--- config.mk ---
export PLATFORM = sky130hd
export DESIGN_NAME = ps2rx_flat
export DESIGN_NICKNAME = d
export VERILOG_FILES = /design/src/rtl/ps2rx_if.sv /design/src/rtl/ps2rx.sv /design/src/flat_wrapper.sv
export SDC_FILE = /design/constraint.sdc
export NUM_CORES = 1
export LEC_CHECK = 0
export CAP_MARGIN = 0
export CELL_PAD_IN_SITES_DETAIL_PLACEMENT = 0
export CELL_PAD_IN_SITES_GLOBAL_PLACEMENT = 1
export CORE_ASPECT_RATIO = 1.75
export CORE_UTILIZATION = 40
export DETAILED_ROUTE_END_ITERATION = 16
export GPL_ROUTABILITY_DRIVEN = 1
export GPL_TIMING_DRIVEN = 0
export PLACE_DENSITY = 0.81
export SYNTH_ARGS = -nofsm -noshare
export SYNTH_HDL_FRONTEND = slang
export SYNTH_SLANG_ARGS = --single-unit
--- constraint.sdc ---
create_clock -name clk -period 1.78 [get_ports clk]
set_input_delay 0.267 -clock clk [delete_from_list [all_inputs] [get_ports clk]]
set_output_delay 0.267 -clock clk [all_outputs]
set_load 0.03 [all_outputs]
--- src/rtl/ps2rx_if.sv ---
// PS/2 receiver bus bundle: the raw keyboard lines and transmitter inhibit
// going in, the received byte and status strobes coming out.
interface ps2rx_if;
   logic       ps2_clk;
   logic       ps2_data;
   logic       inhibit;
   logic [7:0] dout;
   logic       rden;
   logic       parity_err;
   logic       frame_err;
   logic       busy;

   // Receiver side: samples the lines, produces byte and status.
   modport slave (
      input  ps2_clk,
      input  ps2_data,
      input  inhibit,
      output dout,
      output rden,
      output parity_err,
      output frame_err,
      output busy
   );

   // Environment side: drives the lines, consumes byte and status.
   modport master (
      output ps2_clk,
      output ps2_data,
      output inhibit,
      input  dout,
      input  rden,
      input  parity_err,
      input  frame_err,
      input  busy
   );
endinterface

--- src/rtl/ps2rx.sv ---
// Host-side PS/2 device-to-host receiver.
// Synchronises and de-glitches the keyboard clock, samples data on each
// filtered falling edge and assembles start/8 data/odd parity/stop frames.
// Good bytes are delivered with a one-cycle rden strobe; parity, framing and
// inter-edge timeout faults raise one-cycle error strobes. While the local
// transmitter owns the bus (inhibit) the receiver drops to IDLE silently.
module ps2rx #(
   parameter int FILTER_LEN = 8,
   parameter int TIMEOUT    = 3000,
   parameter int TO_W       = 12
) (
   input  logic   clk,
   input  logic   reset_n,
   ps2rx_if.slave bus
);

   typedef enum logic [1:0] {
      IDLE   = 2'd0,
      DATA   = 2'd1,
      PARITY = 2'd2,
      STOP   = 2'd3
   } state_t;

   localparam logic [TO_W-1:0] TO_LIMIT = TO_W'(TIMEOUT);

   // Input synchronisers (two flops each)
   logic                  ps2_clk_p0;
   logic                  ps2_clk_p1;
   logic                  ps2_data_p0;
   logic                  ps2_data_p1;

   // Clock glitch filter and edge detect
   logic [FILTER_LEN-1:0] filt_sr_p2;
   logic                  clk_filt_p3;
   logic                  clk_filt_p4;
   logic                  fall_ev;

   // Frame control
   state_t                state;
   state_t                state_nx;
   logic [2:0]            bitcnt;
   logic [7:0]            shreg;
   logic                  par_bit;
   logic [TO_W-1:0]       to_cnt;
   logic                  to_hit;

   // Next-cycle controls decided by the FSM
   logic                  shift_en;
   logic                  par_ld;
   logic                  dout_ld;
   logic                  bit_clr;
   logic                  rden_nx;
   logic                  perr_nx;
   logic                  ferr_nx;

   // Registered outputs
   logic [7:0]            dout_q;
   logic                  rden_q;
   logic                  perr_q;
   logic                  ferr_q;

   // Two-flop synchronisers for the asynchronous PS/2 lines (idle high)
   always_ff @(posedge clk or negedge reset_n) begin
      if (!reset_n) begin
         ps2_clk_p0  <= 1'b1;
         ps2_clk_p1  <= 1'b1;
         ps2_data_p0 <= 1'b1;
         ps2_data_p1 <= 1'b1;
      end else begin
         ps2_clk_p0  <= bus.ps2_clk;
         ps2_clk_p1  <= ps2_clk_p0;
         ps2_data_p0 <= bus.ps2_data;
         ps2_data_p1 <= ps2_data_p0;
      end
   end

   // Filtered clock only changes level after FILTER_LEN identical samples
   always_ff @(posedge clk or negedge reset_n) begin
      if (!reset_n) begin
         filt_sr_p2  <= '1;
         clk_filt_p3 <= 1'b1;
         clk_filt_p4 <= 1'b1;
      end else begin
         filt_sr_p2 <= {filt_sr_p2[FILTER_LEN-2:0], ps2_clk_p1};
         if (&filt_sr_p2) begin
            clk_filt_p3 <= 1'b1;
         end else if (~|filt_sr_p2) begin
            clk_filt_p3 <= 1'b0;
         end
         clk_filt_p4 <= clk_filt_p3;
      end
   end

   assign fall_ev = clk_filt_p4 & ~clk_filt_p3;

   // A fall arriving in the same cycle as the limit wins over the timeout
   assign to_hit = (state != IDLE) && (to_cnt == TO_LIMIT);

   // Frame state register
   always_ff @(posedge clk or negedge reset_n) begin
      if (!reset_n) begin
         state <= IDLE;
      end else begin
         state <= state_nx;
      end
   end

   // Next-state and per-edge actions; inhibit overrides everything else
   always_comb begin
      state_nx = state;
      shift_en = 1'b0;
      par_ld   = 1'b0;
      dout_ld  = 1'b0;
      bit_clr  = 1'b0;
      rden_nx  = 1'b0;
      perr_nx  = 1'b0;
      ferr_nx  = 1'b0;
      if (bus.inhibit) begin
         state_nx = IDLE;
      end else if (fall_ev) begin
         case (state)
            IDLE: begin
               // A falling edge with data high is line noise, not a start bit
               if (!ps2_data_p1) begin
                  state_nx = DATA;
                  bit_clr  = 1'b1;
               end
            end
            DATA: begin
               shift_en = 1'b1;
               if (bitcnt == 3'd7) begin
                  state_nx = PARITY;
               end
            end
            PARITY: begin
               par_ld   = 1'b1;
               state_nx = STOP;
            end
            STOP: begin
               state_nx = IDLE;
               if (!ps2_data_p1) begin
                  ferr_nx = 1'b1;
               end else if ((^shreg) ^ par_bit) begin
                  dout_ld = 1'b1;
                  rden_nx = 1'b1;
               end else begin
                  perr_nx = 1'b1;
               end
            end
            default: state_nx = IDLE;
         endcase
      end else if (to_hit) begin
         state_nx = IDLE;
         ferr_nx  = 1'b1;
      end
   end

   // Bit counter, LSB-first shift register and parity capture
   always_ff @(posedge clk or negedge reset_n) begin
      if (!reset_n) begin
         bitcnt  <= 3'd0;
         shreg   <= 8'd0;
         par_bit <= 1'b0;
      end else begin
         if (bit_clr) begin
            bitcnt <= 3'd0;
         end else if (shift_en) begin
            bitcnt <= bitcnt + 3'd1;
         end
         if (shift_en) begin
            shreg <= {ps2_data_p1, shreg[7:1]};
         end
         if (par_ld) begin
            par_bit <= ps2_data_p1;
         end
      end
   end

   // Inter-edge timeout counter: cleared on edges and while idle
   always_ff @(posedge clk or negedge reset_n) begin
      if (!reset_n) begin
         to_cnt <= '0;
      end else if (fall_ev || (state == IDLE)) begin
         to_cnt <= '0;
      end else begin
         to_cnt <= to_cnt + 1'b1;
      end
   end

   // Output byte and one-cycle status strobes
   always_ff @(posedge clk or negedge reset_n) begin
      if (!reset_n) begin
         dout_q <= 8'd0;
         rden_q <= 1'b0;
         perr_q <= 1'b0;
         ferr_q <= 1'b0;
      end else begin
         if (dout_ld) begin
            dout_q <= shreg;
         end
         rden_q <= rden_nx;
         perr_q <= perr_nx;
         ferr_q <= ferr_nx;
      end
   end

   assign bus.dout       = dout_q;
   assign bus.rden       = rden_q;
   assign bus.parity_err = perr_q;
   assign bus.frame_err  = ferr_q;
   assign bus.busy       = (state != IDLE);

endmodule
--- src/flat_wrapper.sv ---
// flat-port wrapper written by rule: the top's interface ports become plain ports
module ps2rx_flat 
#(
   parameter int FILTER_LEN = 8,
   parameter int TIMEOUT    = 3000,
   parameter int TO_W       = 12
)
  (clk, reset_n, bus_ps2_clk, bus_ps2_data, bus_inhibit, bus_dout, bus_rden, bus_parity_err, bus_frame_err, bus_busy);
  ps2rx_if bus_i ();
  input  logic clk;
  input  logic reset_n;
  input wire logic [$bits(bus_i.ps2_clk)-1:0] bus_ps2_clk;
  input wire logic [$bits(bus_i.ps2_data)-1:0] bus_ps2_data;
  input wire logic [$bits(bus_i.inhibit)-1:0] bus_inhibit;
  output wire logic [$bits(bus_i.dout)-1:0] bus_dout;
  output wire logic [$bits(bus_i.rden)-1:0] bus_rden;
  output wire logic [$bits(bus_i.parity_err)-1:0] bus_parity_err;
  output wire logic [$bits(bus_i.frame_err)-1:0] bus_frame_err;
  output wire logic [$bits(bus_i.busy)-1:0] bus_busy;
  assign bus_i.ps2_clk = bus_ps2_clk;
  assign bus_i.ps2_data = bus_ps2_data;
  assign bus_i.inhibit = bus_inhibit;
  assign bus_dout = bus_i.dout;
  assign bus_rden = bus_i.rden;
  assign bus_parity_err = bus_i.parity_err;
  assign bus_frame_err = bus_i.frame_err;
  assign bus_busy = bus_i.busy;
  ps2rx #(.FILTER_LEN(FILTER_LEN), .TIMEOUT(TIMEOUT), .TO_W(TO_W)) u_core (.clk(clk), .reset_n(reset_n), .bus(bus_i));
endmodule
==> impl_metrics.env, run 1 <==
export IMPL_whs_path_depth=0
export IMPL_fin_crit_sh_pct=105
export IMPL_num_antenna_cells=0
export IMPL_clockBufferDepth=2
export IMPL_synth_edf_count=0
export IMPL_worst_slew_pin_slew_ns=0.448
export IMPL_synth_simple_area_share_pct=14.0
export IMPL_grt_overflow_total=0
export IMPL_finClkSkew_ns=0.0142
export IMPL_worst_slack_ns=-0.0830
export IMPL_ir_drop_mv=0.499
export IMPL_vias=1401
export IMPL_synth_compound_area_share_pct=3.82
export IMPL_die_w_um=58.4
export IMPL_synth_xor_area_share_pct=6.97
export IMPL_synthToLayoutAreaGrowth_pct=24.5
export IMPL_hp_class="flip-flop to flip-flop"
export IMPL_avgViaCountPerCell=4.88
export IMPL_hold_viol=0
export IMPL_rows=35
export IMPL_worstSkewPairLatency_ns=0.31
export IMPL_syn_area_um2=2220
export IMPL_leakagePower_uw=0.00126
export IMPL_die_area_um2=5880
export IMPL_clkSinkCount=51
export IMPL_required_ns=1.99
export IMPL_synthTopCellsByArea="dfrtp_1 (42%), dfstp_2 (17%), mux2_2 (9.1%)"
export IMPL_endpoint_kind="flip-flop"
export IMPL_seq_area_um2=1290
export IMPL_ant_nets=0
export IMPL_place_congestion=0.792
export IMPL_period_needed_ns=1.86
export IMPL_synth_top_area_share_pct=41.6
export IMPL_maxCapViolCount=0
export IMPL_crit_arrival_ns=2.07
export IMPL_fill_cells=457
export IMPL_finalInstanceArea_um2=2770
export IMPL_p_per_area_nw_per_um2=709
export IMPL_violations="setup timing"
export IMPL_maxClockFrequency_ghz=0.537
export IMPL_synth_adder_area_share_pct=5.06
export IMPL_path_max_fanout=6
export IMPL_post_route_util_pct=52.3
export IMPL_numCtsBuffers=5
export IMPL_multiInputGateArea_um2=943
export IMPL_ys_ff_latch=51
export IMPL_syn_area_per_cell_um2=12.9
export IMPL_start_kind="flip-flop"
export IMPL_dp_hpwl_um=2550
export IMPL_dr_pass1_iters=4
export IMPL_clk_pin_slew_worst_paths_ns=0.11
export IMPL_drive_gt1_share_pct=32.4
export IMPL_p_int_uw=1510
export IMPL_p_seq_share_pct=61.2
export IMPL_fin_nets=226
export IMPL_grt_pass1_vias=1368
export IMPL_die_height_um=101
export IMPL_r2r_start="u_core.shreg[5]"
export IMPL_placed_cell_area_um2=2500
export IMPL_muxShareOfSynthArea_pct=10.1
export IMPL_syn_nets=186
export IMPL_swShare_pct=23.2
export IMPL_slew_headroom_pct=70.2
export IMPL_synth_area_leader_cell="dfrtp_1"
export IMPL_combPwrFrac_pct=3.5
export IMPL_synth_cell_types=35
export IMPL_placeableCoreArea_um2=5300
export IMPL_cts_tree="done"
export IMPL_synth_top_family_by_area="simple AND/OR/NAND/NOR gates"
export IMPL_gr_usage_all_layers_pct=14.4
export IMPL_cts_root_buf="clkbuf_8"
export IMPL_final_max_slew_viol_count=0
export IMPL_finalPower_uw=1960
export IMPL_synthCells=172
export IMPL_drt_iter0_markers=26
export IMPL_pwr_share_clk_pct=35.3
export IMPL_outcome="complete, but fails checks"
export IMPL_reg2reg_depth=5
export IMPL_hp_start="u_core.filt_sr_p2[5]"
export IMPL_min_to="u_core.filt_sr_p2[6]"
export IMPL_synth_ff_type="dfrtp_1"
export IMPL_wire_per_inst_um=13.2
export IMPL_r2r_end="u_core.bus.dout[4]"
export IMPL_rrSetupSlack_ns=-0.08
export IMPL_setup_viol=8
export IMPL_synthArstFlopShare_pct=100
export IMPL_drt_wl_total_um=3800
export IMPL_grt_start_max_net_pins=34
export IMPL_switchingPower_uw=456
export IMPL_htreeDepth=2
export IMPL_yosysWarnings=0
export IMPL_grt_first_pass_wirelength_um=6360
export IMPL_synth_seq_area_share_pct=58.2
export IMPL_portBuffers=16
export IMPL_rsz0062_at_grt="true"
export IMPL_setup_tns_ns=-0.560
export IMPL_grt_antenna_before_repair=0
export IMPL_ios=17
export IMPL_worst_setup_path_type="flip-flop to flip-flop"
export IMPL_drc_errors=0
export IMPL_start_util_pct=42.0
cell families after synthesis:
family          Yosys count
simple gates             54
buf+inv                  11
flops                    51
mux                      19
compound gates           14
fa+ha+maj                 9
xor+xnor                 14
power by group through the flow:
| stage | clock network [µW] | registers (µW) | logic [µW] |
|---|---|---|---|
| 2_1_floorplan | 0 | 1220 | 24.9 |
| 3_3_place_gp | 0 | 1220 | 61.3 |
| 3_5_place_dp | 0 | 1220 | 66.4 |
| 4_1_cts | 726 | 1200 | 68.9 |
| 5_1_grt | 758 | 1210 | 77.1 |
| 6_report | 693 | 1200 | 67.9 |
placed cells by master, fill, tap and decap left out, types with 3 or more instances in the layout:
cell | Yosys | routed
dfrtp_1 | 37 | 37
nand2_1 | 8 | 8
xor2_1 | 3 | 3
o21ai_0 | 5 | 5
ha_1 | 9 | 9
nor2_1 | 12 | 12
nand2b_1 | 4 | 4
buf_4 | 0 | 14
mux2_4 | 0 | 8
dfstp_2 | 14 | 14
a21oi_1 | 4 | 4
nor3_1 | 4 | 4
nand3_1 | 6 | 6
inv_1 | 9 | 9
clkbuf_8 | 0 | 5
or3_1 | 3 | 3
clkdlybuf4s50_1 | 0 | 14
mux2_2 | 18 | 10
nand4_1 | 3 | 3
xnor2_1 | 9 | 8
how the worst max path moves through the flow:
stage	start	to	slack, ns
detailed placement	bus_inhibit	u_core.shreg[1]	-0.45
global placement	reset_n	u_core.to_cnt[5]	-1.01
CTS	u_core.shreg[5]	u_core.bus.dout[1]	-0.06
finish	u_core.shreg[5]	u_core.bus.dout[4]	-0.08
floorplan	u_core.shreg[1]	u_core.bus.dout[0]	-0.04
global route	u_core.state[0]	u_core.bus.dout[2]	-0.15
through the flow:
stage / instances / hold slack (ns) / setup WS (ns)
2_1_floorplan: 172 / -0.0286 / -0.0383
3_3_place_gp: 262 / 0.346 / -1.01
3_5_place_dp: 263 / 0.240 / -0.445
4_1_cts: 281 / 0.352 / -0.0578
5_1_grt: 287 / 0.352 / -0.153
6_report: 287 / 0.359 / -0.0830
cell type report:
cell class	count	share of cell area, %
buffer	1	0.136
clock buffer	5	2.48
clock inverter	3	0.949
inverter	9	1.22
multi-input combinational	110	34.1
sequential	51	46.7
tap	74	3.34
timing repair buffer	34	11.1
flip-flops by register name, summed over array words and instances, names as in the netlist:
register,count
u_core.to_cnt,12
u_core.ps2_clk_p0,1
u_core.bus.dout,8
u_core.filt_sr_p2,8
u_core.shreg,8
u_core.par_bit,1
u_core.state,2
u_core.bus.rden,1
u_core.clk_filt_p3,1
u_core.ps2_data_p0,1
u_core.bus.parity_err,1
u_core.bitcnt,3
u_core.ps2_data_p1,1
u_core.bus.frame_err,1
u_core.ps2_clk_p1,1
u_core.clk_filt_p4,1
timing repair:
item	4_1_cts	5_1_grt
endpoints found under the setup margin	17	19
resized for setup	13	4
endpoints found under the hold margin	18	0
setup buffers	10	6
hold buffers	1	0
pin swaps	5	3
metal layers:
| metal | global-route usage (%) | vias up | share of wire (%) |
|---|---|---|---|
| met5 | 0 | - | 0 |
| met4 | 7.14 | 0 | 2.5 |
| met3 | 2.82 | 9 | 2.4 |
| met2 | 24.2 | 21 | 53 |
| met1 | 17.4 | 697 | 42 |
| li1 | - | 674 | - |
synthesized netlist by cell type (2+ instances only):
library cell,n
or2_2,2
a21oi_1,4
nand2_1,8
clkbuf_1,2
inv_1,9
mux2_2,18
or4_1,2
xnor2_1,9
xor2_1,3
nand4_1,3
ha_1,9
dfstp_2,14
nand3_1,6
and3_1,2
a22o_1,2
nor3_1,4
nand2b_1,4
nor2_1,12
dfrtp_1,37
or3_1,3
o21ai_0,5
worst max-delay path: stages, from the launching register on:
cell,delay [ns]
dfrtp_1,0.42
xor2_1,0.17
xnor3_2,0.44
mux2i_4,0.26
buf_6,0.17
mux2_4,0.30
Power figures use the tool's default switching activity.
==> run 2, diff against run 1 <==
--- a/config.mk
+++ b/config.mk
@@ -9,7 +9,9 @@
 export CELL_PAD_IN_SITES_DETAIL_PLACEMENT = 0
 export CELL_PAD_IN_SITES_GLOBAL_PLACEMENT = 1
 export CORE_ASPECT_RATIO = 1.75
+export CORE_MARGIN = 2
 export CORE_UTILIZATION = 40
+export CTS_BUF_LIST = sky130_fd_sc_hd__clkbuf_2 sky130_fd_sc_hd__clkbuf_4 sky130_fd_sc_hd__clkbuf_8
 export DETAILED_ROUTE_END_ITERATION = 16
 export GPL_ROUTABILITY_DRIVEN = 1
 export GPL_TIMING_DRIVEN = 0
==> impl_metrics.env, run 2 (same netlist as run 1, synthesis figures left out) <==
export IMPL_grt_antenna_before_repair=0
export IMPL_num_antenna_cells=0
export IMPL_synthToLayoutAreaGrowth_pct=20.4
export IMPL_leakagePower_uw=0.00119
export IMPL_ir_drop_mv=0.557
export IMPL_worstSkewPairLatency_ns=0.30
export IMPL_final_max_slew_viol_count=0
export IMPL_busiest_layer="met2"
export IMPL_hold_viol=3
export IMPL_fin_cells=280
export IMPL_period_needed_ns=1.87
export IMPL_grt_first_pass_wirelength_um=6300
export IMPL_start_util_pct=40.8
export IMPL_pre_cts_ws_ns=-0.418
export IMPL_crit_arrival_ns=2.06
export IMPL_rrSetupSlack_ns=-0.09
export IMPL_outcome="complete, but fails checks"
export IMPL_avgViaCountPerCell=4.82
export IMPL_numCtsBuffers=5
export IMPL_maxCapViolCount=0
export IMPL_use_met2_pct=23.5
export IMPL_cts_tree="done"
export IMPL_use_met1_pct=15.7
export IMPL_dp_cells=265
export IMPL_final_common_cell="dfrtp_1"
export IMPL_drive_gt1_share_pct=29.9
export IMPL_ios=17
export IMPL_p_per_area_nw_per_um2=721
export IMPL_largest_register_ffs=12
export IMPL_maxClockFrequency_ghz=0.535
export IMPL_finClkSkew_ns=0.00604
export IMPL_holdBufCountCts=0
export IMPL_grt_pass1_vias=1406
export IMPL_worst_setup_path_type="flip-flop to flip-flop"
export IMPL_grt_start_max_net_pins=31
export IMPL_ant_nets=0
export IMPL_dp_hpwl_um=2520
export IMPL_grt_overflow_total=0
export IMPL_die_height_um=103
export IMPL_vias=1349
export IMPL_start_kind="flip-flop"
export IMPL_fin_nets=217
export IMPL_drt_iter0_markers=44
export IMPL_final_cell_mix="dfrtp_1 (37), mux2_2 (17), clkdlybuf4s50_1 (14), dfstp_2 (14), nor2_1 (12)"
export IMPL_largest_register="u_core.to_cnt"
export IMPL_cts_root_buf="clkbuf_8"
export IMPL_setup_tns_ns=-0.606
export IMPL_clk_pin_slew_worst_paths_ns=0.09
export IMPL_place_congestion=0.817
export IMPL_finalPower_uw=1930
export IMPL_die_w_um=60.4
export IMPL_violations="hold timing, setup timing"
export IMPL_drt_wl_total_um=3630
export IMPL_htreeDepth=2
export IMPL_worst_slew_pin_slew_ns=0.696
export IMPL_setup_viol=8
export IMPL_gr_usage_all_layers_pct=13.9
export IMPL_drc_errors=0
export IMPL_hp_class="primary input to async pin"
export IMPL_wire_per_inst_um=12.9
export IMPL_die_area_um2=6200
export IMPL_required_ns=1.97
export IMPL_rows=36
export IMPL_clkSinkCount=51
export IMPL_use_met3_pct=3.14
export IMPL_worst_slack_ns=-0.0877
export IMPL_portBuffers=16
export IMPL_dr_pass1_iters=4
export IMPL_endpoint_kind="flip-flop"
export IMPL_path_max_fanout=9
export IMPL_fin_crit_sh_pct=105
export IMPL_clockBufferDepth=2
export IMPL_hold_ws_ns=-0.00190
export IMPL_rsz0062_at_grt="true"
export IMPL_post_route_util_pct=49.1
export IMPL_slew_headroom_pct=53.6
export IMPL_placeableCoreArea_um2=5450
-- run 2: timing repair --
| item | in CTS | in global routing |
|---|---|---|
| gates resized for setup | 3 | 5 |
| pin swaps | 1 | 1 |
| setup buffers | 5 | 3 |
| hold endpoints to repair | 0 | 0 |
| endpoints found under the setup margin | 17 | 19 |
-- run 2: area by class of cell --
class                   instances  area [µm²]
fillers                       479        2770
flip-flops and latches         51        1290
multi-input cells             110         912
repair buffers                 25         250
well taps                      76        95.1
clock buffers                   6        76.3
inverters                       9        33.8
clock inverters                 2        12.5
plain buffers                   1        3.75
-- run 2: critical path: stages (launching register included) --
cell and delay (ns):
dfrtp_1 0.39, ha_1 0.16, nand3b_1 0.25, nor4bb_4 0.41, mux2i_4 0.12, buf_12 0.15, mux2_4 0.29
-- run 2: power by group --
group / switching (µW) / leakage, µW / total [µW] / internal [µW]
Combinational: 37.8 / 0.000481 / 70.6 / 32.8
Sequential: 14.5 / 0.000664 / 1200 / 1190
Clock: 367 / 0.0000446 / 657 / 290
Total: 419 / 0.00119 / 1930 / 1510
-- run 2: worst paths after layout --
check	startpoint	endpoint	depth (start not counted)
min	reset_n	u_core.bus.dout[1]	1
max in group asynchronous	reset_n	u_core.bitcnt[1]	2
max	u_core.state[1]	u_core.bus.dout[1]	6
max reg2reg	u_core.state[1]	u_core.bus.dout[1]	6
min reg2reg	u_core.ps2_data_p0	u_core.ps2_data_p1	0
min in group clk	u_core.ps2_data_p0	u_core.ps2_data_p1	0
-- run 2: routing by layer --
metal	up-vias	wire length [µm]
met1	667	1480
met4	0	85
met3	5	121
li1	655	-
met5	-	0
met2	22	1940
-- run 2: through the flow --
| step | hold slack [ns] | cell area (µm²) |
|---|---|---|
| floorplan | -0.0286 | 2240 |
| global placement | 0.346 | 2490 |
| CTS | 0.0117 | 2650 |
| finish | -0.00190 | 2680 |
| global route | 0.0537 | 2680 |
| detailed placement | 0.347 | 2510 |
==> run 3, diff against run 2 <==
--- a/config.mk
+++ b/config.mk
@@ -5,6 +5,7 @@
 export SDC_FILE = /design/constraint.sdc
 export NUM_CORES = 1
 export LEC_CHECK = 0
+export ABC_AREA = 1
 export CAP_MARGIN = 0
 export CELL_PAD_IN_SITES_DETAIL_PLACEMENT = 0
 export CELL_PAD_IN_SITES_GLOBAL_PLACEMENT = 1
@@ -12,10 +13,11 @@
 export CORE_MARGIN = 2
 export CORE_UTILIZATION = 40
 export CTS_BUF_LIST = sky130_fd_sc_hd__clkbuf_2 sky130_fd_sc_hd__clkbuf_4 sky130_fd_sc_hd__clkbuf_8
+export CTS_CLUSTER_SIZE = 16
 export DETAILED_ROUTE_END_ITERATION = 16
 export GPL_ROUTABILITY_DRIVEN = 1
 export GPL_TIMING_DRIVEN = 0
-export PLACE_DENSITY = 0.81
+export PLACE_DENSITY = 0.85
 export SYNTH_ARGS = -nofsm -noshare
 export SYNTH_HDL_FRONTEND = slang
 export SYNTH_SLANG_ARGS = --single-unit
==> impl_metrics.env, run 3 <==
export IMPL_crit_end="bus_busy"
export IMPL_maxClockFrequency_ghz=0.601
export IMPL_dp_hpwl_um=3080
export IMPL_maxCapViolCount=0
export IMPL_finClkSkew_ns=0.00465
export IMPL_post_route_util_pct=48.4
export IMPL_vias=1668
export IMPL_p_int_uw=1560
export IMPL_p_per_area_nw_per_um2=771
export IMPL_synth_top_area_share_pct=39.9
export IMPL_switchingPower_uw=520
export IMPL_grt_first_pass_wirelength_um=7170
export IMPL_die_height_um=105
export IMPL_crit_top_cell="inv_1"
export IMPL_synth_edf_count=0
export IMPL_endpoint_kind="primary output"
export IMPL_rows=36
export IMPL_place_congestion=0.788
export IMPL_worst_slack_ns=0.116
export IMPL_placeableCoreArea_um2=5590
export IMPL_yosysWarnings=0
export IMPL_post_cts_buffers=0
export IMPL_outcome="completed"
export IMPL_wire_per_inst_um=11.3
export IMPL_portBuffers=16
export IMPL_drt_iter0_markers=58
export IMPL_dp_cells=349
export IMPL_synthArstFlopShare_pct=100
export IMPL_combPwrFrac_pct=9.0
export IMPL_gr_usage_all_layers_pct=14.8
export IMPL_fin_cells=358
export IMPL_fin_nets=295
export IMPL_die_area_um2=6450
export IMPL_worstSkewPairLatency_ns=0.30
export IMPL_syn_area_um2=2320
export IMPL_die_w_um=61.6
export IMPL_syn_nets=270
export IMPL_pre_cts_ws_ns=-0.0137
export IMPL_rsz0062_at_grt="false"
export IMPL_start_util_pct=41.5
export IMPL_slew_headroom_pct=73.1
export IMPL_htreeDepth=2
export IMPL_reg2reg_depth=8
export IMPL_required_ns=1.51
export IMPL_ios=17
export IMPL_final_common_cell="nand2_1"
export IMPL_clockBufferDepth=2
export IMPL_final_max_slew_viol_count=0
export IMPL_synthToLayoutAreaGrowth_pct=16.5
export IMPL_grt_start_max_net_pins=37
export IMPL_crit_arrival_ns=1.40
export IMPL_clk_pin_slew_worst_paths_ns=0.09
export IMPL_grt_pass1_vias=1674
export IMPL_multiInputGateArea_um2=902
export IMPL_dr_pass1_iters=4
export IMPL_fill_cells=573
export IMPL_path_max_fanout=4
export IMPL_drc_errors=0
export IMPL_ant_nets=0
export IMPL_setup_viol=0
export IMPL_grt_overflow_total=0
export IMPL_leakagePower_uw=0.00126
export IMPL_synth_common_cells="nand2_1 (63), dfrtp_1 (37), inv_1 (30)"
export IMPL_drive_gt1_share_pct=15.6
export IMPL_crit_start="u_core.state[0]"
export IMPL_avgViaCountPerCell=4.66
export IMPL_seq_area_um2=1290
export IMPL_cts_tree="done"
export IMPL_hp_class="flip-flop to flip-flop"
export IMPL_clkSinkCount=51
export IMPL_path_cells="inv_1 -> ha_4 -> inv_1 -> clkdlybuf4s15_2"
export IMPL_synth_cell_types=27
export IMPL_num_antenna_cells=0
export IMPL_worst_setup_path_type="flip-flop to primary output"
export IMPL_ys_ff_latch=51
export IMPL_rrSetupSlack_ns=0.18
export IMPL_synthTopCellsByArea="dfrtp_1 (40%), dfstp_2 (16%), nand2_1 (10%)"
export IMPL_pwr_share_clk_pct=31.7
export IMPL_syn_area_per_cell_um2=9.06
export IMPL_ir_drop_mv=0.446
export IMPL_drt_wl_total_um=4050
export IMPL_synth_seq_area_share_pct=55.8
export IMPL_fin_crit_sh_pct=93.5
export IMPL_worst_slew_pin_slew_ns=0.403
export IMPL_period_needed_ns=1.66
export IMPL_synth_area_leader_cell="dfrtp_1"
export IMPL_r2r_end="u_core.to_cnt[10]"
export IMPL_slowest_delay_ns=0.42
export IMPL_r2r_start="u_core.to_cnt[0]"
export IMPL_cp_slowest_cell="dfrtp_1"
export IMPL_synth_ff_type="dfrtp_1"
export IMPL_cts_root_buf="clkbuf_8"
export IMPL_largest_register="u_core.to_cnt"
export IMPL_largest_register_ffs=12
export IMPL_final_cell_mix="nand2_1 (63), dfrtp_1 (37), inv_1 (30)"
export IMPL_start_kind="flip-flop"
export IMPL_post_synth_top_count_cell="nand2_1"
export IMPL_swShare_pct=24.9
export IMPL_setup_tns_ns=0
export IMPL_synthCells=256
export IMPL_p_seq_share_pct=59.4
export IMPL_grt_antenna_before_repair=0
export IMPL_hold_viol=0
export IMPL_numCtsBuffers=5
run 3: worst max-delay path, delay by kind of cell, from the launching register on:
kind	cells	cell delay, ns
buffers and inverters	3	0.49
flip-flops	1	0.42
adder cells (fa/ha/maj)	1	0.19
run 3: through the flow:
stage,hold slack [ns],power [µW],area (µm²)
2_1_floorplan,-0.0286,1370,2320
3_3_place_gp,0.345,1430,2570
3_5_place_dp,0.218,1440,2590
4_1_cts,0.358,2110,2690
5_1_grt,0.355,2200,2700
6_report,0.359,2080,2700
run 3: worst min-delay path by stage:
stage,startpoint,to,slack [ns],depth (start not counted)
final,u_core.ps2_clk_p1,u_core.filt_sr_p2[0],0.36,0
after global routing,bus_ps2_clk,u_core.ps2_clk_p0,0.35,1
after CTS,bus_ps2_clk,u_core.ps2_clk_p0,0.36,1
after detailed placement,reset_n,u_core.bus.dout[5],0.22,1
after global placement,u_core.ps2_clk_p0,u_core.ps2_clk_p1,0.35,0
after floorplan,reset_n,u_core.bitcnt[0],-0.03,0
run 3: power by group through the flow:
| stage | logic [µW] | registers, µW | clock network (µW) |
|---|---|---|---|
| 2_1_floorplan | 117 | 1250 | 0 |
| 3_5_place_dp | 186 | 1260 | 0 |
| 6_report | 187 | 1240 | 659 |
| 3_3_place_gp | 178 | 1260 | 0 |
| 4_1_cts | 188 | 1240 | 682 |
| 5_1_grt | 215 | 1240 | 741 |
run 3: layout make-up:
type                            instances  share of cell area, %
Buffer                                  1                  0.185
Clock buffer                            6                   2.82
Clock inverter                          2                  0.463
Inverter                               35                   4.86
Multi-Input combinational cell        169                   33.4
Sequential cell                        51                   47.9
Tap cell                               76                   3.52
Timing Repair Buffer                   18                   6.90
run 3: cell families (layout without fill, tap and decap cells):
group / count (synthesis) / in the layout / synth area share [%]
DFF: 51 / 51 / 55.8
xor gates and xnor gates: 4 / 4 / 1.51
AOI/OAI and AO/OA: 26 / 26 / 5.93
and+or+nand+nor: 130 / 130 / 26.1
buffers and inverters: 36 / 62 / 5.88
adders and majority gates: 9 / 9 / 4.85
run 3: what timing repair did:
| item | in CTS | in global routing |
|---|---|---|
| endpoints found under the hold margin | 15 | 0 |
| endpoints found under the setup margin | 1 | 2 |
| hold buffers | 1 | 0 |
| gates resized for setup | 3 | 2 |
run 3: metal layers:
| metal | GRT usage, % | part of all wire [%] | vias to the layer above |
|---|---|---|---|
| met5 | 0 | 0 | - |
| met2 | 26.5 | 55 | 23 |
| met4 | 6.53 | 2.8 | 0 |
| li1 | - | - | 860 |
| met3 | 3.71 | 2.4 | 7 |
| met1 | 15.1 | 40 | 778 |
